--- config.mk ---
export PLATFORM = sky130hd
export DESIGN_NAME = result_monitor_flat
export DESIGN_NICKNAME = d
export VERILOG_FILES = /design/src/rtl/result_monitor_if.sv /design/src/rtl/result_monitor.sv /design/src/flat_wrapper.sv
export SDC_FILE = /design/constraint.sdc
export NUM_CORES = 1
export LEC_CHECK = 0
export CAP_MARGIN = 10
export CORE_MARGIN = 1.5
export CORE_UTILIZATION = 51
export CTS_CLUSTER_DIAMETER = 150
export DETAILED_ROUTE_END_ITERATION = 6
export PLACE_DENSITY_LB_ADDON = 0.08
export SLEW_MARGIN = 20
export SYNTH_ARGS = -nofsm -noshare
export SYNTH_HDL_FRONTEND = slang
export SYNTH_SLANG_ARGS = --single-unit
--- constraint.sdc ---
create_clock -name clk -period 3.4 [get_ports clk]
set_input_delay 0.68 -clock clk [delete_from_list [all_inputs] [get_ports clk]]
set_output_delay 0.68 -clock clk [all_outputs]
set_load 0.01 [all_outputs]
--- src/rtl/result_monitor_if.sv ---
// ============================================================================
// Module   : result_monitor_if
// Purpose  : sel/result link from the dice/traffic-light multiplexer.
// Revision : 1.0 - initial release
// ============================================================================
`default_nettype none

interface result_monitor_if;
    logic       sel;
    logic [2:0] result;

    modport master (output sel, output result);
    modport slave  (input  sel, input  result);
endinterface

`default_nettype wire

--- src/rtl/result_monitor.sv ---
// ============================================================================
// Module   : result_monitor
// Purpose  : Decodes the multiplexer result stream: captures dice throws,
//            tracks the traffic-light sequence and flags errors.
// Revision : 1.0 - initial release
// ============================================================================
`default_nettype none

module result_monitor #(
    parameter int CNT_W = 8
) (
    input  wire logic             clk,
    input  wire logic             rst,
    result_monitor_if.slave       mon_if,
    input  wire logic             err_clr_i,
    output logic [2:0]            dice_val_o,
    output logic                  dice_valid_o,
    output logic [2:0]            light_state_o,
    output logic                  locked_o,
    output logic [CNT_W-1:0]      cycles_o,
    output logic                  error_o,
    output logic [1:0]            err_code_o
);

    // State encodings equal the light pattern they track.
    typedef enum logic [2:0] {
        UNSYNC  = 3'b000,
        S_RED   = 3'b100,
        S_RA    = 3'b110,
        S_GREEN = 3'b001,
        S_AMBER = 3'b010
    } state_t;

    localparam logic [CNT_W-1:0] c_CNT_MAX   = {CNT_W{1'b1}};
    localparam logic [1:0]       c_ERR_DICE  = 2'b01;
    localparam logic [1:0]       c_ERR_ORDER = 2'b10;
    localparam logic [1:0]       c_ERR_PATT  = 2'b11;

    state_t            state_q, state_d;
    logic [2:0]        dice_val_q, dice_val_d;
    logic              dice_valid_q, dice_valid_d;
    logic [CNT_W-1:0]  cycles_q, cycles_d;
    logic              error_q, error_d;
    logic [1:0]        err_code_q, err_code_d;

    state_t            w_pat_state;
    state_t            w_next_state;
    logic              w_legal;
    logic              w_err_ev;
    logic [1:0]        w_err_ev_code;

    always_ff @(posedge clk or posedge rst) begin
        if (rst) begin
            state_q      <= UNSYNC;
            dice_val_q   <= 3'd0;
            dice_valid_q <= 1'b0;
            cycles_q     <= '0;
            error_q      <= 1'b0;
            err_code_q   <= 2'b00;
        end else begin
            state_q      <= state_d;
            dice_val_q   <= dice_val_d;
            dice_valid_q <= dice_valid_d;
            cycles_q     <= cycles_d;
            error_q      <= error_d;
            err_code_q   <= err_code_d;
        end
    end

    always_comb begin
        state_d       = state_q;
        dice_val_d    = dice_val_q;
        dice_valid_d  = dice_valid_q;
        cycles_d      = cycles_q;
        error_d       = error_q;
        err_code_d    = err_code_q;
        w_err_ev      = 1'b0;
        w_err_ev_code = 2'b00;
        w_legal       = 1'b0;
        w_pat_state   = UNSYNC;
        w_next_state  = UNSYNC;

        case (mon_if.result)
            3'b100:  begin w_pat_state = S_RED;   w_legal = 1'b1; end
            3'b110:  begin w_pat_state = S_RA;    w_legal = 1'b1; end
            3'b001:  begin w_pat_state = S_GREEN; w_legal = 1'b1; end
            3'b010:  begin w_pat_state = S_AMBER; w_legal = 1'b1; end
            default: ;
        endcase

        case (state_q)
            S_RED:   w_next_state = S_RA;
            S_RA:    w_next_state = S_GREEN;
            S_GREEN: w_next_state = S_AMBER;
            S_AMBER: w_next_state = S_RED;
            default: w_next_state = UNSYNC;
        endcase

        if (!mon_if.sel) begin
            state_d = UNSYNC;
            if (mon_if.result != 3'd0 && mon_if.result != 3'd7) begin
                dice_val_d   = mon_if.result;
                dice_valid_d = 1'b1;
            end else begin
                w_err_ev      = 1'b1;
                w_err_ev_code = c_ERR_DICE;
            end
        end else if (state_q == UNSYNC) begin
            if (w_legal) begin
                state_d = w_pat_state;
            end else begin
                w_err_ev      = 1'b1;
                w_err_ev_code = c_ERR_PATT;
            end
        end else if (!w_legal) begin
            state_d       = UNSYNC;
            w_err_ev      = 1'b1;
            w_err_ev_code = c_ERR_PATT;
        end else if (w_pat_state == state_q) begin
            state_d = state_q;
        end else if (w_pat_state == w_next_state) begin
            state_d = w_next_state;
            if (state_q == S_AMBER && cycles_q != c_CNT_MAX) begin
                cycles_d = cycles_q + CNT_W'(1);
            end
        end else begin
            state_d       = UNSYNC;
            w_err_ev      = 1'b1;
            w_err_ev_code = c_ERR_ORDER;
        end

        // A fresh error event takes priority over a simultaneous clear.
        if (w_err_ev) begin
            error_d    = 1'b1;
            err_code_d = w_err_ev_code;
        end else if (err_clr_i) begin
            error_d    = 1'b0;
            err_code_d = 2'b00;
        end
    end

    assign dice_val_o    = dice_val_q;
    assign dice_valid_o  = dice_valid_q;
    assign light_state_o = state_q;
    assign locked_o      = (state_q != UNSYNC);
    assign cycles_o      = cycles_q;
    assign error_o       = error_q;
    assign err_code_o    = err_code_q;

endmodule

`default_nettype wire

--- src/flat_wrapper.sv ---
// flat-port wrapper written by rule: the top's interface ports become plain ports
module result_monitor_flat 
#(
    parameter int CNT_W = 8
)
  (clk, rst, err_clr_i, dice_val_o, dice_valid_o, light_state_o, locked_o, cycles_o, error_o, err_code_o, mon_if_sel, mon_if_result);
  result_monitor_if mon_if_i ();
  input  wire logic clk;
  input  wire logic rst;
  input  wire logic err_clr_i;
  output logic [2:0] dice_val_o;
  output logic dice_valid_o;
  output logic [2:0] light_state_o;
  output logic locked_o;
  output logic [CNT_W-1:0] cycles_o;
  output logic error_o;
  output logic [1:0] err_code_o;
  input wire logic [$bits(mon_if_i.sel)-1:0] mon_if_sel;
  input wire logic [$bits(mon_if_i.result)-1:0] mon_if_result;
  assign mon_if_i.sel = mon_if_sel;
  assign mon_if_i.result = mon_if_result;
  result_monitor #(.CNT_W(CNT_W)) u_core (.clk(clk), .rst(rst), .mon_if(mon_if_i), .err_clr_i(err_clr_i), .dice_val_o(dice_val_o), .dice_valid_o(dice_valid_o), .light_state_o(light_state_o), .locked_o(locked_o), .cycles_o(cycles_o), .error_o(error_o), .err_code_o(err_code_o));
endmodule
## Yosys cells after proc, flatten, opt, wreduce, memory -nomap -nowiden

Index checks and enable logic that the tools add are counted.

| cells by class | value |
|---|---|
| multiplexer cells | 27 |
| equality and inequality tests | 14 |
| bitwise operators | 3 |
| $add $sub $neg | 1 |
| reductions and logical operators | 10 |

Operator list:

| operator | count |
|---|---|
| 3-bit case mux with 4 select lines | 2 |
| 3-bit 2-to-1 mux | 6 |
| 2-bit 2-to-1 mux | 8 |
| 3-bit equality test, second input constant | 4 |
| 1-bit 2-to-1 mux | 11 |
| 8-bit by 1-bit adder with 8-bit output, second input constant | 1 |
| 8-bit != test, second input constant | 1 |
| 3-bit by 1-bit equality test with 1-bit output, second input constant | 2 |
| 3-bit by 2-bit equality test with 1-bit output, second input constant | 2 |
| 3-bit equality test | 2 |
| 6-bit AND reduction | 1 |
| 3-bit nonzero test | 2 |
| 4-bit != test, second input constant | 1 |
| 2-bit AND reduction | 2 |
| 4-bit OR reduction | 1 |
| 3-bit zero test | 1 |
| 3-bit by 2-bit != test with 1-bit output, second input constant | 1 |
| 3-bit != test, second input constant | 1 |
| 1-bit inverter | 3 |
| 1-bit logical AND | 2 |
| 2-bit nonzero test | 1 |

| storage, ports and cells | value |
|---|---|
| register bits after elaboration | 18 |

## Longest topological paths before layout

| depth | value |
|---|---|
| depth in word-level cells | 9 |
| gate-level depth with buffers | 6 |

## Worst setup path after synthesis

OpenSTA, ideal clock, no wires.

| path | value |
|---|---|
| kind | input port to flip-flop |
| from | input port mon_if_result[0] |
| to | register u_core.cycles_q[1], in the netlist u_core.cycles_o[1] |
| buffers on the path | 1 |
| setup time | 0.125 ns |
| data required time | 3.275 ns |
| slack | 1.240 ns |
| arrival | 2.036 ns |
| stages | 5 |
| cells stage by stage | buf_6 -> or3b_1 -> or2_4 -> a31oi_4 -> mux2_2 |

| on the way | value |
|---|---|
| longest elaborated chain between the ends | 5 |
| elaborated cells between the ends (all ways) | 11 |
| those cells by class | 6 x eq/ne; 2 x mux; 1 x bitwise; 2 x reduce/logical |

RTL lines:

| element | line | RTL |
|---|---|---|
| start: declaration | flat_wrapper.sv:19 | `input wire logic [$bits(mon_if_i.result)-1:0] mon_if_result;` |
| 3-bit by 2-bit equality test with 1-bit output (tied with other cells) | result_monitor.sv:83 | `case (mon_if.result)` |
| 3-bit case mux with 4 select lines | result_monitor.sv:83 |  |
| 3-bit equality test | result_monitor.sv:119 | `end else if (w_pat_state == state_q) begin` |
| 1-bit inverter (no line) | n/a |  |
| 6-bit AND reduction (no line) * | n/a |  |
| end signal: assignment | result_monitor.sv:64 | `cycles_q <= cycles_d;` |
| end: declaration | result_monitor.sv:42 | `logic [CNT_W-1:0] cycles_q, cycles_d;` |

Mark *: on every way between the ends. The rest lies on a longest branch, timed or not.
A chain may end at the register's enable or synchronous reset.

## Worst setup path in the final report

| path | value |
|---|---|
| from | input port mon_if_result[2] |
| to | register u_core.cycles_q[1], in the netlist u_core.cycles_o[1] |

The elaborated chain is that of the path after synthesis.

==> flow_summary.yaml <==
timing:
  fin_crit_ps: 2600
  final_max_slew_viol_count: 0
  finClkSkew_ps: 4.03
  tightest_slew_ps: 680
  tns_ps: 0
  setup_viol: 0
  period_share_pct: 76.4
  fmax_mhz: 385
  maxSlewHeadroom_pct: 54.6
  hold_ws_ps: 473
  rsz0062_at_grt: "false"
  hold_viol_final: 0
cts:
  cts.path.max_buffers: 2
  clkTransAtPathRegs_ps: 110
  cts_buffers: 3
  post_cts.resized_instances: 0
  ctsRootBufferMaster: "clkbuf_4"
  cts_tree: "built"
  cts_setup_buffers: 0
  cts_hold_buffers: 0
  cts.sinks: 18
  htreeDepth: 1
  worstSkewPairLatency_ps: 290
finish:
  n_fill_cell: 150
  regArea_um2: 450
  layout-drive-gt1-share_pct: 9.38
  multi_input_area_um2: 518
  final_common_cell: "clkdlybuf4s50_1"
  fin_util_pct: 68.4
  num_antenna_cells: 0
  area_delta_synth_final_pct: 28.3
  final_cell_mix: "clkdlybuf4s50_1, dfrtp_1, nand2_1, inv_1, o21ai_0"
  fin_nets: 137
setup_path:
  worst_path_max_delay_cell: "clkdlybuf4s50_1"
  cp_num_buf_inv: 1
  path_delay_family: "simple AND/OR/NAND/NOR gates"
  worstSetupEndpointType: "flip-flop"
  rr_endpoint: "u_core.cycles_o[1]"
  r2r_start: "u_core.light_state_o[1]"
  worst_setup_path_start_kind: "input port"
  slowest_delay_ps: 640
  critPathArrivalTime_ps: 2790
  reg2reg_depth: 4
  required_ps: 3590
  r2r_slack_ps: 1340
  path_class: "in2reg"
  worstPathMaxFanout: 15
  path_cells: "clkdlybuf4s50_1 > or3b_1 > or2_4 > a31oi_4 > mux2_2"
logic_synthesis:
  syn_inst: 105
  synth_flop_cell: "dfrtp_1"
  yosys_warnings: 0
  synth-seq-area-share_pct: 44.0
  synth_edf_count: 0
  syn-num-nets: 113
  synth_area_um2: 1020
  async_flop_share_pct: 100
  netlist-cell-type-count: 39
  ys_ff_latch: 18
  syn_area_per_cell_um2: 9.76
worst_hold_path:
  min_delay_path_depth: 1
  hold_start: "u_core.dice_valid_o"
  min_to: "u_core.dice_valid_o"
  hold_path_class: "reg2reg"
global_routing:
  grt_pass1_wl_um: 3250
  use_met3_pct: 3.40
  met2_usage_pct: 32.8
  overflow: 0
  busiest_layer: "met2"
  grt_use_met1_pct: 27.0
  grt_pass1_vias: 754
  antenna_found_initial: 0
  track_usage_pct: 19.9
  grt_max_degree: 19
drt:
  drt_wl_total_um: 2080
  drcViolationCount: 0
  initialDrtViolationCount: 8
  drt_pass1_iterations: 4
  wl_per_cell_um: 13.4
  vias: 864
  via_per_inst: 5.57
  antenna_left: 0
floorplanning:
  die_h_um: 47.8
  core_area_um2: 1920
  floorplan.die.width_um: 47.8
  die_area_um2: 2290
  num_rows: 16
  initial_core_util_pct: 53.3
  io-pin-count: 26
pwr:
  power.density_nw_per_um2: 346
  ir_drop_v: 0.000336
  p_int_mw: 0.336
  p_leak_nw: 0.572
  seq_power_share_pct: 52.0
  combPwrFrac_pct: 18.7
  switching_share_pct: 26.2
  power_switching_mw: 0.119
  p_clk_share_pct: 29.4
placed_design:
  dp_hpwl_um: 1500
  io_buffers: 25
  gp_congestion: 0.815
run:
  maxCapViolations: 0
run_status:
  status: "finished, final reports clean"
[Yosys cell counts (2+ instances only)]
master / count / area share (%)
nor2b_1: 2 / 1.2
xor2_1: 2 / 1.7
nand4_1: 2 / 1.2
nor3b_1: 2 / 1.5
nand2_1: 9 / 3.3
inv_1: 7 / 2.6
dfrtp_1: 18 / 44
and3_1: 3 / 1.8
xnor2_1: 5 / 4.3
nor3_1: 3 / 1.5
a21oi_1: 4 / 2.0
a22oi_1: 2 / 1.5
clkbuf_1: 5 / 1.8
nor2_1: 5 / 1.8
o22ai_1: 3 / 1.8
o21ai_0: 6 / 2.9
nand3_1: 4 / 2.0
a21o_1: 2 / 1.5
[state kept, by name (all words and copies together), names as in the netlist]
| name | cells |
|---|---|
| u_core.cycles_o | 8 |
| u_core.dice_val_o | 3 |
| u_core.dice_valid_o | 1 |
| u_core.err_code_o | 2 |
| u_core.error_o | 1 |
| u_core.light_state_o | 3 |
[worst reg2reg max path, stage by stage, from the launching register on]
cell and delay (ps):
dfrtp_1 560, or4bb_1 520, a41o_1 240, a31oi_4 260, mux2_2 370
[kinds of logic after synthesis]
| kind of cell | synth area share, % |
|---|---|
| DFF | 44.0 |
| buffers and inverters | 5.50 |
| AOI/OAI and AO/OA | 18.1 |
| and+or+nand+nor | 22.6 |
| muxes | 1.10 |
| adders and majority gates | 1.22 |
| xor gates and xnor gates | 7.57 |
[routing by layer]
metal	routed length (µm)	up-vias	part of all wire [%]
met2	951	34	46
met1	981	404	47
met3	119	6	5.7
met4	29	0	1.4
met5	0	-	0
li1	-	420	-
[final cells by class]
class | count | area share (%)
sequential | 18 | 34.3
clock buffer | 4 | 2.76
multi-input combinational | 74 | 39.4
timing repair buffer | 25 | 19.0
inverter | 7 | 2.00
tap | 27 | 2.57
[power groups by stage]
| stage | combinational, mW | sequential [mW] | clock [mW] |
|---|---|---|---|
| floorplan | 0.0428 | 0.243 | 0 |
| global placement | 0.0842 | 0.240 | 0 |
| detailed placement | 0.0851 | 0.240 | 0 |
| CTS | 0.0856 | 0.236 | 0.135 |
| global route | 0.0941 | 0.238 | 0.145 |
| finish | 0.0848 | 0.236 | 0.133 |
[through the flow]
stage                     instance area, µm²  setup slack, ps  std cells  power (mW)
final                                   1320              801        155       0.455
after detailed placement                1280              516        151       0.325
after floorplan                         1020             1240        105       0.285
after global routing                    1320              677        155       0.477
after CTS                               1320              825        155       0.457
after global placement                  1280              577        151       0.324
[worst max-delay path by stage]
| stage | start | endpoint | slack, ps | depth (start not counted) |
|---|---|---|---|---|
| 4_1_cts | mon_if_result[1] | u_core.cycles_o[1] | 830 | 5 |
| 5_1_grt | mon_if_result[2] | u_core.cycles_o[1] | 680 | 5 |
| 3_3_place_gp | mon_if_result[2] | u_core.cycles_o[1] | 580 | 5 |
| 2_1_floorplan | mon_if_result[0] | u_core.cycles_o[1] | 1240 | 5 |
| 3_5_place_dp | mon_if_result[1] | u_core.cycles_o[1] | 520 | 5 |
| 6_report | mon_if_result[2] | u_core.cycles_o[1] | 800 | 5 |
No activity file was read; power rests on OpenSTA's default activity.
